==> config.mk <==
export PLATFORM = sky130hd
export DESIGN_NAME = fb_port_arbiter
export DESIGN_NICKNAME = d
export VERILOG_FILES = /design/src/rtl/fb_port_arbiter.sv
export SDC_FILE = /design/constraint.sdc
export NUM_CORES = 1
export LEC_CHECK = 0
export ABC_CLOCK_PERIOD_IN_PS = 3000
export BUFFER_PORTS_ARGS = -buffer_cell sky130_fd_sc_hd__buf_2
export CAP_MARGIN = 20
export CELL_PAD_IN_SITES_DETAIL_PLACEMENT = 2
export CELL_PAD_IN_SITES_GLOBAL_PLACEMENT = 2
export CORE_MARGIN = 5
export CORE_UTILIZATION = 42
export DETAILED_ROUTE_END_ITERATION = 8
export GPL_TIMING_DRIVEN = 0
export PLACE_DENSITY_LB_ADDON = 0.1
export SYNTH_ARGS = -nofsm -noshare
export SYNTH_HDL_FRONTEND = slang
export SYNTH_SLANG_ARGS = --single-unit
export TNS_END_PERCENT = 50
==> constraint.sdc <==
create_clock -name clk -period 3 [get_ports clk]
set_input_delay 0.6 -clock clk [delete_from_list [all_inputs] [get_ports clk]]
set_output_delay 0.6 -clock clk [all_outputs]
set_load 0.01 [all_outputs]
==> src/rtl/fb_port_arbiter.sv <==
// rtl/fb_port_arbiter.sv - single BRAM port shared by a display prefetch FIFO and a codec
// Display wins while its FIFO is nearly drained; otherwise the codec has priority.
module fb_port_arbiter #(
  parameter int ADDR_W     = 19,
  parameter int DATA_W     = 8,
  parameter int FB_PIXELS  = 307200,
  parameter int FIFO_DEPTH = 16,
  parameter int LOW_WM     = 4
) (
  input  logic              clk,
  input  logic              rst,
  input  logic              disp_en,
  input  logic              disp_frame_start,
  input  logic              disp_pop,
  output logic [DATA_W-1:0] disp_data,
  output logic              disp_empty,
  output logic              disp_underflow,
  input  logic              codec_req,
  input  logic              codec_we,
  input  logic [ADDR_W-1:0] codec_addr,
  input  logic [DATA_W-1:0] codec_wdata,
  output logic              codec_gnt,
  output logic              codec_rvalid,
  output logic [DATA_W-1:0] codec_rdata,
  output logic              mem_en,
  output logic              mem_we,
  output logic [ADDR_W-1:0] mem_addr,
  output logic [DATA_W-1:0] mem_din,
  input  logic [DATA_W-1:0] mem_dout
);

  localparam int PW = $clog2(FIFO_DEPTH);
  localparam int CW = PW + 1;

  logic [DATA_W-1:0] fifo_mem [FIFO_DEPTH];
  logic [PW-1:0]     rd_idx;
  logic [PW-1:0]     wr_idx;
  logic [CW-1:0]     count;
  logic [CW-1:0]     level;
  logic [ADDR_W-1:0] ptr;
  logic              tag_valid;
  logic              tag_disp;
  logic              underflow_q;
  logic              disp_elig;
  logic              disp_urgent;
  logic              grant_disp;
  logic              grant_codec;
  logic              push;
  logic              pop_ok;

  // Level counts the read already in flight so the FIFO can never overfill.
  assign level = count + CW'(tag_valid & tag_disp);

  always_comb begin
    disp_elig   = rst & disp_en & (level < CW'(FIFO_DEPTH)) & ~disp_frame_start;
    disp_urgent = disp_elig & (level < CW'(LOW_WM));
    grant_codec = rst & codec_req & ~disp_urgent;
    grant_disp  = disp_elig & ~grant_codec;
  end

  always_comb begin
    mem_en    = grant_disp | grant_codec;
    mem_we    = 1'b0;
    mem_addr  = '0;
    mem_din   = '0;
    codec_gnt = grant_codec;
    if (grant_codec) begin
      mem_we   = codec_we;
      mem_addr = codec_addr;
      mem_din  = codec_wdata;
    end else if (grant_disp) begin
      mem_addr = ptr;
    end
  end

  assign push   = tag_valid & tag_disp & ~disp_frame_start;
  assign pop_ok = disp_pop & ~disp_frame_start & (count != '0);

  assign disp_empty     = (count == '0);
  assign disp_data      = disp_empty ? '0 : fifo_mem[rd_idx];
  assign disp_underflow = underflow_q;
  assign codec_rvalid   = tag_valid & ~tag_disp;
  assign codec_rdata    = codec_rvalid ? mem_dout : '0;

  always_ff @(posedge clk) begin
    if (push) fifo_mem[wr_idx] <= mem_dout;
  end

  always_ff @(posedge clk or negedge rst) begin
    if (!rst) begin
      rd_idx      <= '0;
      wr_idx      <= '0;
      count       <= '0;
      ptr         <= '0;
      tag_valid   <= 1'b0;
      tag_disp    <= 1'b0;
      underflow_q <= 1'b0;
    end else begin
      if (disp_frame_start) begin
        rd_idx <= '0;
        wr_idx <= '0;
        count  <= '0;
        ptr    <= '0;
      end else begin
        if (push)   wr_idx <= wr_idx + 1'b1;
        if (pop_ok) rd_idx <= rd_idx + 1'b1;
        count <= count + CW'(push) - CW'(pop_ok);
        if (disp_pop && count == '0) underflow_q <= 1'b1;
        if (grant_disp) ptr <= (ptr == ADDR_W'(FB_PIXELS - 1)) ? '0 : ptr + 1'b1;
      end
      // A codec write returns nothing, so only reads occupy the tag.
      tag_valid <= grant_disp | (grant_codec & ~codec_we);
      tag_disp  <= grant_disp;
    end
  end

endmodule

==> results of run 1 <==
==> synthesized netlist by cell type, types with 9 or more instances <==
| cell | number |
|---|---|
| a22o_1 | 19 |
| and2_1 | 18 |
| buf_2 | 13 |
| clkbuf_1 | 15 |
| dfrtp_1 | 35 |
| edfxtp_1 | 128 |
| ha_1 | 14 |
| inv_1 | 28 |
| mux4_2 | 40 |
| nand2_1 | 25 |
| nand3_1 | 19 |
| nand4_1 | 23 |
| nor2_1 | 30 |
| nor2b_1 | 13 |
| nor3_1 | 14 |
| o21ai_0 | 10 |
| o221ai_2 | 9 |
==> area by class of cell <==
type | count | area (sq um) | share of cell area
Tap cell | 229 | 286.5 | 0.02983
Inverter | 28 | 107.6 | 0.01120
Sequential cell | 163 | 4723 | 0.4917
Multi-Input combinational cell | 287 | 2771 | 0.2885
Clock buffer | 17 | 425.4 | 0.04428
Clock inverter | 15 | 161.4 | 0.01680
Timing Repair Buffer | 122 | 779.5 | 0.08114
Buffer | 35 | 351.6 | 0.03660
==> flip-flops by register name, summed over array words and instances, names as in the netlist <==
register,count
wr_idx,4
fifo_mem,128
tag_valid,1
count,5
disp_underflow,1
tag_disp,1
ptr,19
rd_idx,4
==> metal layers <==
layer,up-vias,track usage
li1,2266,-
met1,2839,0.3121
met2,160,0.4633
met3,31,0.05093
met4,0,0.07118
met5,-,0
==> power groups by stage <==
stage / logic [uW] / clock network (uW) / registers [uW]
detailed placement: 1400 / 0 / 2580
global placement: 1330 / 0 / 2570
CTS: 1660 / 2240 / 2540
global route: 1960 / 2350 / 2560
finish: 1850 / 2210 / 2560
floorplan: 909 / 0 / 2560
==> worst max-delay path by stage <==
stage | startpoint | end | slack, ns | cells past startpoint
finish | count[1]$_DFF_PN0_ | mem_addr[13] | -0.19 | 12
global route | count[3]$_DFF_PN0_ | count[4]$_DFF_PN0_ | -0.40 | 14
CTS | rd_idx[0]$_DFFE_PN0P_ | disp_data[3] | -0.16 | 6
detailed placement | rst | mem_addr[18] | -0.56 | 8
global placement | disp_frame_start | fifo_mem[4][7]$_DFFE_PP_ | -0.60 | 5
floorplan | disp_frame_start | count[4]$_DFF_PN0_ | 0.30 | 12
==> cells by family after synthesis <==
| family | share of synthesized area |
|---|---|
| AOI/OAI and AO/OA | 0.06828 |
| xor gates and xnor gates | 0.01152 |
| adders and majority gates | 0.02567 |
| buffers and inverters | 0.03932 |
| DFF | 0.6206 |
| muxes | 0.1211 |
| and+or+nand+nor | 0.1135 |
==> worst max-delay path: cells and delay by family (launching register included) <==
kind	cells	cell delay [ns]
adder cells (fa/ha/maj)	1	0.20
buffers and inverters	6	0.84
AO/OA/AOI/OAI	3	0.53
flip-flops	1	0.44
AND/OR/NAND/NOR	2	0.15
==> placed cells by master (no fill, tap or decap), types with 13 or more instances in the layout <==
cell,Yosys,layout
a22o_1,19,19
and2_1,18,18
buf_2,13,92
buf_4,1,24
buf_6,3,15
clkbuf_16,0,20
dfrtp_1,35,32
edfxtp_1,128,128
inv_1,28,27
mux4_2,40,40
nand2_1,25,23
nand3_1,19,18
nand4_1,23,23
nor2_1,30,30
nor2b_1,13,13
==> through the flow <==
stage | power (uW) | hold WS, ns
6_report | 6613 | 0.09147
5_1_grt | 6877 | 0.09683
4_1_cts | 6430 | 0.1799
3_5_place_dp | 3982 | 0.4853
3_3_place_gp | 3907 | 0.4562
2_1_floorplan | 3471 | 0.3044
==> what timing repair did <==
item / in CTS / in global routing
endpoints found under the setup margin: 40 / 41
gates resized for setup: 65 / 36
cloned: 3 / 3
hold buffers: 0 / 0
pin swaps: 6 / 15
endpoints found under the hold margin: 0 / 0
buffers inserted: 15 / 11
==> summary.md, run 1 <==
| Metric | Value |
|---|---|
| CTS tree | `done` |
| Filler instances | `1,674` |
| Data arrival time at the worst-slack endpoint | `2.59 ns` |
| Required time of the critical path | `2.40 ns` |
| Detail Route met2 WL | `14,290 microns` |
| Total GRT Usage | `0.2563` |
| Horizontal die dimension | `144.6 microns` |
| Dpl cell area | `8402 sq um` |
| Bufs on Longest Clock Path | `2` |
| Number of standard cells after synthesis | `514` |
| Total half-perimeter wirelength after legalization and detailed placement | `16,820 microns` |
| Status | `finished, violations left` |
| Effective utilization at floorplan | `0.4248` |
| FF-to-FF setup slack | `-0.14 ns` |
| DR vias/cell | `5.911` |
| Clock transition at the register clock pins on the worst setup and hold paths after CTS | `0.07 ns` |
| Static Leakage | `0.003523 uW` |
| Total power density per cell area | `688.3 nW/um^2` |
| H-tree levels | `4` |
| Core Area | `17,900 sq um` |
| Number of instances in the placed design | `837` |
| Number of warnings issued by yosys | `0` |
| Worst Hold Class | `primary input to asynchronous set/reset pin` |
| Final critical-path share of the clock period | `1.063` |
| Top cell type's share of synthesized area | `0.5054` |
| Maximum achievable frequency | `313.5 MHz` |
| Synthesized area per cell | `14.80 sq um` |
| Cell with the largest stage delay on the worst path | `dfrtp_2` |
| Total detailed-routing wirelength | `26,400 microns` |
| Row count | `49` |
| Share of cells above drive strength 1 | `0.3853` |
| Average wire length per cell after detail routing | `29.46 microns` |
| Global placer's final weighted congestion | `0.7679` |
| Detailed router's first-iteration violation count | `391` |
| Worst relative slew slack | `0.2707` |
| Final period demand of the worst path | `3.190 ns` |
| Worst-skew pair later-pin latency | `0.44 ns` |
| Main flop type after synthesis | `edfxtp_1` |
| Die ar. | `20,900 sq um` |
| Number of detailed-route iterations in the first pass | `7` |
| Number of antenna-violating nets in the routed design | `0` |
| Sequential fraction of design power | `0.387` |
| Total nets after synthesis | `571` |
| Die height | `144.6 microns` |
| Buffers on Ports | `90` |
| Via count of the first global-routing pass | `5,886` |
| Delay contributed by the slowest stage of the critical path | `0.44 ns` |
| Via Count | `5,296` |
| Worst setup timing slack at the placement stage | `-0.5563 ns` |
| Setup-violating endpoint count in the final report | `28` |
| Setup TNS Final | `-2.733 ns` |
| Final hold violation count | `0` |
| Worst Path Max Fanout | `6` |
| Leftover overflow at the end of global routing | `0` |
| Beginning of the worst register-to-register path | `count[3]$_DFF_PN0_` |
| DR top layer | `met4` |
| RSZ-0062 raised after global routing | `true` |
| Count of flip-flops with a built-in enable after synthesis | `128` |
| PnR worst setup slack | `-0.1902 ns` |
| Async SR Flop Fraction | `0.2147` |
| Capturing element type of the critical path | `output port` |
| Flip-flop and latch count after synthesis | `163` |
| Count of unresolved DRC violations after routing | `0` |
| VDD IR max | `0.4550 mV` |
| Net switching power | `2024 uW` |
| Critical path type | `flip-flop to output port` |
| CP cell instances | `ha_4 -> nor2_1 -> o211ai_1 -> buf_4 -> o2111ai_2 -> buf_4 -> nand2_4 -> inv_4 -> buf_8 -> buf_6 -> a22o_1 -> buf_2` |
| Slew Limit Fails | `0` |
| Number of buffers created by CTS | `17` |
| Synth unique cells | `43` |
| DR WL met3 | `1204 microns` |
| Dominant cell type by area after synthesis | `edfxtp_1` |
| Largest cells by area after synthesis | `edfxtp_1 (51%), mux4_2 (12%), dfrtp_1 (12%), ha_1 (2.3%), a22o_1 (2.2%)` |
| Share of the yosys chip area belonging to registers | `0.6206` |
| Antenna cell count | `0` |
| Cell area after technology mapping | `7605 sq um` |
| Number of violations of the max-capacitance limit | `0` |
| Pin count of the biggest net entering global routing | `40` |
| Startpoint class of the critical path | `flip-flop` |
| Final Core Density | `0.5366` |
| Violated checks | `negative setup slack` |
| Worst setup skew after layout | `0.02037 ns` |
| Internal power | `4589 uW` |
| Dominant cell type by count on the critical path | `buf_4` |
| Wire length of the first global-routing pass | `38,480 microns` |
| Layout overhead on the synthesized area | `26.32%` |
| Wl on met1 | `10,420 microns` |
| Final net count | `711` |
| Number of antenna violations at the first check in global routing | `1` |
| Sw Ratio | `0.3061` |
| Root buffer cell | `clkbuf_16` |
| Final standard cell count with taps included and fillers excluded | `896` |
| Part of the power in the clock network | `0.334` |
| Clock tree sinks | `163` |
| I/O pin total | `91` |
| Combinational share of power | `0.279` |
| Worst r2r dst | `count[4]$_DFF_PN0_` |
| Transition at the pin with the smallest max-transition slack | `1.090 ns` |
| Worst reg-to-reg path cell count | `14` |
| Total non-filler cell area in the finished layout | `9607 sq um` |
No activity file was read; power rests on OpenSTA's default activity.
==> run 2: changes to the inputs <==
REMOVE_ABC_BUFFERS = 1   (was unset)
==> run 2 against run 1 <==
The flow still finishes with violations (negative setup slack). Clock skew decreased by 0.0092 ns. Critical path depth shrank 7. Cell area down 2.6%. Non-clock buffer count down 27. Routed wire length is 10% lower. Via count shrank 4.6%. Count of clock-buffer cells in the layout did not move. Fmax grew 4.1%. Sequential share of layout area is 1.4 points higher. Cell count down 2.8%. Clock power rose by 2%. Worst hold slack worse by 0.017 ns.
==> summary.md, run 2 (synthesis gave the netlist of run 1 again) <==
| Metric | Value |
|---|---|
| Data arrival time at the worst-slack endpoint | `2.46 ns (-0.13 ns)` |
| Layout overhead on the synthesized area | `23.08%` |
| Leftover overflow at the end of global routing | `0 (unchanged)` |
| Sum of buffers and inverters on the critical path | `2 (-4)` |
| Total GRT Usage | `0.2308 (-0.02544)` |
| Internal power | `4528 uW (-1.3%)` |
| Status | `finished, violations left` |
| Dpl cell area | `8335 sq um (-0.79%)` |
| Sw Ratio | `0.2905 (-0.01560)` |
| Beginning of the worst register-to-register path | `count[3]$_DFF_PN0_` |
| Launching instance or port of the critical path | `rd_idx[0]$_DFFE_PN0P_` |
| Worst Path Max Fanout | `12 (+6)` |
| Final net count | `686 (-3.5%)` |
| Count of unresolved DRC violations after routing | `0 (unchanged)` |
| Via Count | `5,052 (-4.6%)` |
| Detailed router's first-iteration violation count | `387 (-1.0%)` |
| Worst setup timing slack at the placement stage | `-1.325 ns (-0.7690 ns)` |
| Pin count of the biggest net entering global routing | `40 (unchanged)` |
| Combinational share of power | `0.239 (-0.040)` |
| CP cell instances | `clkbuf_16 -> mux4_2 -> mux4_2 -> nor2b_1 -> buf_2` |
| Final period demand of the worst path | `3.065 ns (-0.1255 ns)` |
| Final Core Density | `0.5229 (-0.01377)` |
| Worst-skew pair later-pin latency | `0.43 ns (about the same)` |
| RSZ-0062 raised after global routing | `true` |
| Final critical-path share of the clock period | `1.022 (-0.04185)` |
| Die height | `144.6 microns (unchanged)` |
| Capturing element type of the critical path | `output port` |
| Delay contributed by the slowest stage of the critical path | `0.52 ns (+0.08 ns)` |
| Largest reg by FF count | `fifo_mem` |
| DR vias/cell | `5.800 (-1.9%)` |
| Clock transition at the register clock pins on the worst setup and hold paths after CTS | `0.07 ns (about the same)` |
| Hold-fix buffers, CTS | `0 (unchanged)` |
| Final hold violation count | `0 (unchanged)` |
| Total power density per cell area | `681.9 nW/um^2 (-0.94%)` |
| Die ar. | `20,900 sq um (unchanged)` |
| Number of flip-flops in the largest register | `128 (unchanged)` |
| Slew Limit Fails | `0 (unchanged)` |
| Setup-violating endpoint count in the final report | `8 (-71%)` |
| Setup TNS Final | `-0.4295 ns (+2.303 ns)` |
| Via count of the first global-routing pass | `5,575 (-5.3%)` |
| PnR worst setup slack | `-0.06469 ns (+0.1255 ns)` |
| Transition at the pin with the smallest max-transition slack | `1.162 ns (+0.07220 ns)` |
| CTS tree | `done` |
| Maximum achievable frequency | `326.3 MHz (+4.1%)` |
| Worst Hold Class | `primary input to asynchronous set/reset pin` |
| Total non-filler cell area in the finished layout | `9360 sq um (-2.6%)` |
| WHS | `0.07431 ns (-0.01716 ns)` |
| Buffers on Ports | `90 (unchanged)` |
| Effective utilization at floorplan | `0.4248 (unchanged)` |
| Number of buffers created by CTS | `17 (unchanged)` |
| Total detailed-routing wirelength | `23,760 microns (-10%)` |
| VDD IR max | `0.4183 mV (-8.1%)` |
| I/O pin total | `91 (unchanged)` |
| Global placer's final weighted congestion | `0.7293 (-5.0%)` |
| Sequential fraction of design power | `0.409 (+0.022)` |
| Clock tree sinks | `163 (unchanged)` |
| Total half-perimeter wirelength after legalization and detailed placement | `14,980 microns (-11%)` |
| Share of cells above drive strength 1 | `0.3832 (-0.002130)` |
| Kind of cell with the highest combined delay on the critical path | `multiplexers` |
| Number of antenna-violating nets in the routed design | `0 (unchanged)` |
| Wire length of the first global-routing pass | `34,850 microns (-9.4%)` |
| Horizontal die dimension | `144.6 microns (unchanged)` |
| Antenna cell count | `0 (unchanged)` |
| Worst relative slew slack | `0.2224 (-0.04831)` |
| Commonest cells after routing, fill and taps aside | `edfxtp_1 (128), buf_2 (89), mux4_2 (40), nor2_1 (30), dfrtp_1 (28)` |
| Dominant cell type by count on the critical path | `mux4_2` |
| Violated checks | `negative setup slack` |
| Part of the power in the clock network | `0.352 (+0.018)` |
| Leading cell type in the layout, fill and taps excluded | `edfxtp_1` |
| Cell with the largest stage delay on the worst path | `mux4_2` |
| H-tree levels | `4 (unchanged)` |
| Worst setup skew after layout | `0.01117 ns (-0.009204 ns)` |
| Number of violations of the max-capacitance limit | `0 (unchanged)` |
| Core Area | `17,900 sq um (unchanged)` |
| Startpoint class of the critical path | `flip-flop` |
| Row count | `49 (unchanged)` |
| Net switching power | `1854 uW (-8.4%)` |
| Critical path type | `flip-flop to output port` |
| Required time of the critical path | `2.40 ns (about the same)` |
| Number of antenna violations at the first check in global routing | `0 (-1)` |
| Average wire length per cell after detail routing | `27.28 microns (-7.4%)` |
| Registers with the most flip-flops | `fifo_mem: 128 flops, ptr: 19 flops, count: 5 flops` |
| Root buffer cell | `clkbuf_16` |
| Number of detailed-route iterations in the first pass | `4 (-3)` |
| Bufs on Longest Clock Path | `2 (unchanged)` |
| Static Leakage | `0.003382 uW (-4.0%)` |
==> run 2: changes by cell type in the layout (fill, tap and decap cells not counted), sizes merged <==
cell      change
clkbuf       -14
bufinv        +1
inv           -3
buf          -13
clkinv        +2
clkinvlp      +2
==> run 2: power groups by stage <==
stage / sequential [uW] / combinational, uW / clock [uW]
2_1_floorplan: 2680 / 754 / 0
3_3_place_gp: 2750 / 1070 / 0
3_5_place_dp: 2680 / 1260 / 0
4_1_cts: 2600 / 1390 / 2270
5_1_grt: 2610 / 1650 / 2390
6_report: 2610 / 1530 / 2250
==> run 2: metal layers <==
metal,track usage,vias up,part of all wire
met5,0,-,0
met4,0.06382,0,0.011
met3,0.04630,21,0.045
met2,0.4140,153,0.55
met1,0.2840,2654,0.40
li1,-,2224,-
==> run 2: path summary, 6_finish.rpt <==
path                                         endpoint  slack (ns)  cells after the start
max                                      disp_data[0]       -0.06                      5
min                                count[2]$_DFF_PN0_        0.07                      1
max reg2reg                        count[4]$_DFF_PN0_        0.05                     15
min reg2reg                disp_underflow$_DFFE_PN0P_        0.46                      1
max in group asynchronous       rd_idx[1]$_DFFE_PN0P_        2.60                      1
min in group clk                  tag_valid$_DFF_PN0_        0.36                      2
==> run 2: layout make-up <==
class	count	area [sq um]
multi-input combinational	287	2738
inverter	28	108.9
fill	1694	8542
timing repair buffer	130	880.8
tap	229	286.5
clock inverter	15	172.7
clock buffer	17	425.4
timing repair inverter	2	15.01
sequential	163	4733
==> run 2: per-stage QoR <==
stage	power (uW)	instances
2_1_floorplan	3430	478
3_3_place_gp	3824	797
3_5_place_dp	3938	807
4_1_cts	6264	855
5_1_grt	6653	871
6_report	6382	871
==> run 2: repair_timing <==
item	4_1_cts	5_1_grt
gates cloned	2	2
setup buffers	14	10
gates resized for setup	20	17
pin swaps	6	6
setup endpoints to repair	59	36
==> run 3: changes to the inputs <==
ABC_AREA = 1   (was unset)
ABC_CLOCK_PERIOD_IN_PS = 3400   (was 3000)
CORE_UTILIZATION = 35   (was 42)
clock period = 3.4 ns   (was 3 ns; I/O delays follow)
==> run 3 against run 2 <==
Largest power group unchanged. Routed wire length grew 3.1%. Non-clock buffer count decreased by 27. Via count rose by 24%. First-iteration DRC count down 25%. The flow now finishes without violations. Flip-flop and latch count stayed put.
==> summary.md, run 3 <==
| Metric | Value |
|---|---|
| Share of the yosys chip area belonging to registers | `0.5945 (-0.02612)` |
| VDD IR max | `0.3261 mV (-22%)` |
| Total detailed-routing wirelength | `24,490 microns (+3.1%)` |
| Detailed router's first-iteration violation count | `290 (-25%)` |
| Data arrival time at the worst-slack endpoint | `2.59 ns (+0.13 ns)` |
| Setup-violating endpoint count in the final report | `0 (-8)` |
| Synth top cells by count | `nor2_1 (141), edfxtp_1 (128), nand2_1 (92)` |
| Maximum achievable frequency | `305.7 MHz` |
| H-tree levels | `4 (unchanged)` |
| DR WL met3 | `551 microns (-48%)` |
| Buffers on Ports | `90 (unchanged)` |
| Critical path type | `flip-flop to output port` |
| DR top layer | `met4` |
| Root buffer cell | `clkbuf_16` |
| Total half-perimeter wirelength after legalization and detailed placement | `16,330 microns (+9.1%)` |
| Status | `complete, no violations` |
| Slew Limit Fails | `0 (unchanged)` |
| Worst setup timing slack at the placement stage | `-0.4027 ns (+0.9227 ns)` |
| RSZ-0062 raised after global routing | `true` |
| Via count of the first global-routing pass | `6,945 (+25%)` |
| Worst-skew pair later-pin latency | `0.43 ns (about the same)` |
| Effective utilization at floorplan | `0.3528 (-0.07200)` |
| Final net count | `952 (+39%)` |
| Delay contributed by the slowest stage of the critical path | `0.61 ns (+0.09 ns)` |
| Average wire length per cell after detail routing | `20.53 microns (-25%)` |
| Required time of the critical path | `2.72 ns (+0.32 ns)` |
| Number of warnings issued by yosys | `0 (unchanged)` |
| Transition at the pin with the smallest max-transition slack | `1.064 ns (-0.09789 ns)` |
| Filler instances | `2,431 (+44%)` |
| Wire length of the first global-routing pass | `38,990 microns (+12%)` |
| Number of antenna-violating nets in the routed design | `0 (unchanged)` |
| Most numerous cell in the Yosys netlist | `nor2_1` |
| Final critical-path share of the clock period | `0.9622` |
| Registers with the most flip-flops | `fifo_mem: 128 flops, ptr: 19 flops, count: 5 flops` |
| Number of standard cells after synthesis | `811 (+58%)` |
| Count of flip-flops with a built-in enable after synthesis | `128 (unchanged)` |
| Combinational share of power | `0.243 (+0.004)` |
| Share of synthesized cell area in full adder, half adder and majority cells | `0.02459 (-0.001080)` |
| Dominant cell type by area after synthesis | `edfxtp_1` |
| Leftover overflow at the end of global routing | `0 (unchanged)` |
| Sequential fraction of design power | `0.421 (+0.012)` |
| Cell area after technology mapping | `7939 sq um (+4.4%)` |
| Total GRT Usage | `0.1932 (-0.03760)` |
| Static Leakage | `0.003725 uW (+10%)` |
| Worst relative slew slack | `0.2879 (+0.06550)` |
| Number of antenna violations at the first check in global routing | `0 (unchanged)` |
| Die ar. | `25,790 sq um (+23%)` |
| Leading cell type in the layout, fill and taps excluded | `nor2_1` |
| I/O pin total | `91 (unchanged)` |
| Async SR Flop Fraction | `0.2147 (unchanged)` |
| Cell with the largest stage delay on the worst path | `dfrtp_4` |
| Clock transition at the register clock pins on the worst setup and hold paths after CTS | `0.07 ns (about the same)` |
| Simple-gate share of the synthesized area | `0.2033 (+0.08979)` |
| DR vias/cell | `5.267 (-9.2%)` |
| Clock tree sinks | `163 (unchanged)` |
| Die height | `160.6 microns (+11%)` |
| Pin count of the biggest net entering global routing | `52 (+30%)` |
| Worst Hold Class | `primary input to asynchronous set/reset pin` |
| Share of cells above drive strength 1 | `0.1949 (-0.1882)` |
| Worst setup skew after layout | `0.008981 ns (-0.002186 ns)` |
| Largest reg by FF count | `fifo_mem` |
| Fraction of the mapped netlist area in compound gates | `0.09992 (+0.03164)` |
| Part of the power in the clock network | `0.336 (-0.016)` |
| Layout overhead on the synthesized area | `17.64%` |
| Wl on met1 | `10,420 microns (+11%)` |
| Row count | `55 (+12%)` |
| Capturing element type of the critical path | `output port` |
| Horizontal die dimension | `160.6 microns (+11%)` |
| Synth unique cells | `34 (-21%)` |
| Commonest cells after routing, fill and taps aside | `nor2_1 (141), edfxtp_1 (128), buf_2 (94), nand2_1 (92)` |
| Top cell type's share of synthesized area | `0.4842 (-0.02127)` |
| Number of buffers created by CTS | `17 (unchanged)` |
| Kind of cell with the highest combined delay on the critical path | `buffers and inverters` |
| Global placer's final weighted congestion | `0.7752 (+6.3%)` |
| Sum of buffers and inverters on the critical path | `4 (+2)` |
| PnR worst setup slack | `0.1285 ns (+0.1931 ns)` |
| Final period demand of the worst path | `3.272 ns` |
| CP cell instances | `buf_12 -> inv_8 -> buf_16 -> nor2_1 -> o211ai_1 -> nand3_1 -> a21oi_1 -> buf_2` |
| Net switching power | `1918 uW (+3.4%)` |
| Number of detailed-route iterations in the first pass | `4 (unchanged)` |
| Main combinational cell family by area after synthesis | `simple AND/OR/NAND/NOR gates` |
| Final hold violation count | `0 (unchanged)` |
| Core Area | `22,500 sq um (+26%)` |
| Number of violations of the max-capacitance limit | `0 (unchanged)` |
| Internal power | `3626 uW (-20%)` |
| Largest cells by area after synthesis | `edfxtp_1 (48%), dfrtp_1 (11%), nor2_1 (6.7%), nand3_1 (5.4%), o21ai_0 (5.4%)` |
| Main flop type after synthesis | `edfxtp_1` |
| Count of unresolved DRC violations after routing | `0 (unchanged)` |
| CTS tree | `done` |
| Synthesized area per cell | `9.789 sq um (-34%)` |
| Number of flip-flops in the largest register | `128 (unchanged)` |
| Portion of netlist area occupied by mux cells | `0 (-0.1211)` |
| Final Core Density | `0.4150 (-0.1078)` |
| Bufs on Longest Clock Path | `2 (unchanged)` |
| Antenna cell count | `0 (unchanged)` |
| Sw Ratio | `0.3459 (+0.05543)` |
| Via Count | `6,284 (+24%)` |
| Detail Route met2 WL | `13,130 microns (+0.69%)` |
| Total power density per cell area | `593.6 nW/um^2 (-13%)` |
| Fraction of synthesized cell area in xor and xnor cells | `0.01655 (+0.005032)` |
| Flip-flop and latch count after synthesis | `163 (unchanged)` |
| Worst Path Max Fanout | `44 (+32)` |
| Startpoint class of the critical path | `flip-flop` |
run 3: worst reg2reg max path, stage by stage, from the launching register on:
cell and delay [ns]:
dfrtp_1 0.45, inv_1 0.17, ha_1 0.17, nand4_1 0.15
nand3_1 0.20, inv_1 0.11, ha_1 0.30, inv_1 0.04
ha_1 0.21, fa_1 0.42, nand2_1 0.09, a21oi_1 0.06
nor2_1 0.12, xor2_1 0.19, nor2_1 0.06
run 3: worst paths after layout:
check	depth (start not counted)	endpoint	startpoint	slack, ns
min	1	ptr[7]$_DFFE_PN0P_	rst	0.22
max	8	disp_data[7]	rd_idx[0]$_DFFE_PN0P_	0.13
max in group asynchronous	1	rd_idx[0]$_DFFE_PN0P_	rst	2.75
min reg2reg	1	disp_underflow$_DFFE_PN0P_	disp_underflow$_DFFE_PN0P_	0.48
min in group clk	2	tag_valid$_DFF_PN0_	codec_we	0.47
max reg2reg	14	count[4]$_DFF_PN0_	count[2]$_DFF_PN0_	0.56
run 3: routing by layer:
metal | global-route usage | vias to the layer above
met3 | 0.02823 | 26
met4 | 0.05866 | 0
met1 | 0.2347 | 3184
met2 | 0.3540 | 111
li1 | - | 2963
met5 | 0 | -
run 3: power by group through the flow:
| stage | Combinational, uW | Sequential, uW | Clock (uW) |
|---|---|---|---|
| floorplan | 739 | 2340 | 0 |
| global placement | 1130 | 2420 | 0 |
| detailed placement | 1300 | 2380 | 0 |
| CTS | 1340 | 2340 | 1910 |
| global route | 1510 | 2350 | 2010 |
| finish | 1350 | 2330 | 1860 |
run 3: what timing repair did:
item	in CTS	in global routing
pin swaps	0	1
cloned	0	1
setup endpoints to repair	37	26
buffers inserted	3	2
gates resized for setup	9	6
hold buffers	0	0
run 3: cell families (layout without fill, tap and decap cells):
kind of cell,count (synthesis),in the layout
buffers and inverters,115,211
AO/OA/AOI/OAI,138,139
adder cells (fa/ha/maj),15,15
XOR/XNOR,15,15
flip-flops,163,163
AND/OR/NAND/NOR,365,365
run 3: area by class of cell:
class                   instances  area [sq um]  share of cell area
flip-flops and latches        163          4728              0.5063
well taps                     285         356.6             0.03818
multi-input cells             534          2789              0.2986
repair buffers                103         590.6             0.06324
inverters                      76         306.5             0.03282
clock inverters                14         138.9             0.01487
clock buffers                  18         429.2             0.04595
run 3: stage by stage:
stage               cell area, sq um  setup TNS [ns]  std cells  hold WS, ns  total power (uW)
finish                          9339               0       1193       0.2233              5544
global route                    9339        -0.03878       1193       0.2510              5870
floorplan                       7739               0        772       0.3844              3084
CTS                             9275         -0.3485       1190       0.2370              5587
global placement                8546          -24.73       1147       0.4504              3555
detailed placement              8663          -6.567       1155       0.4584              3679
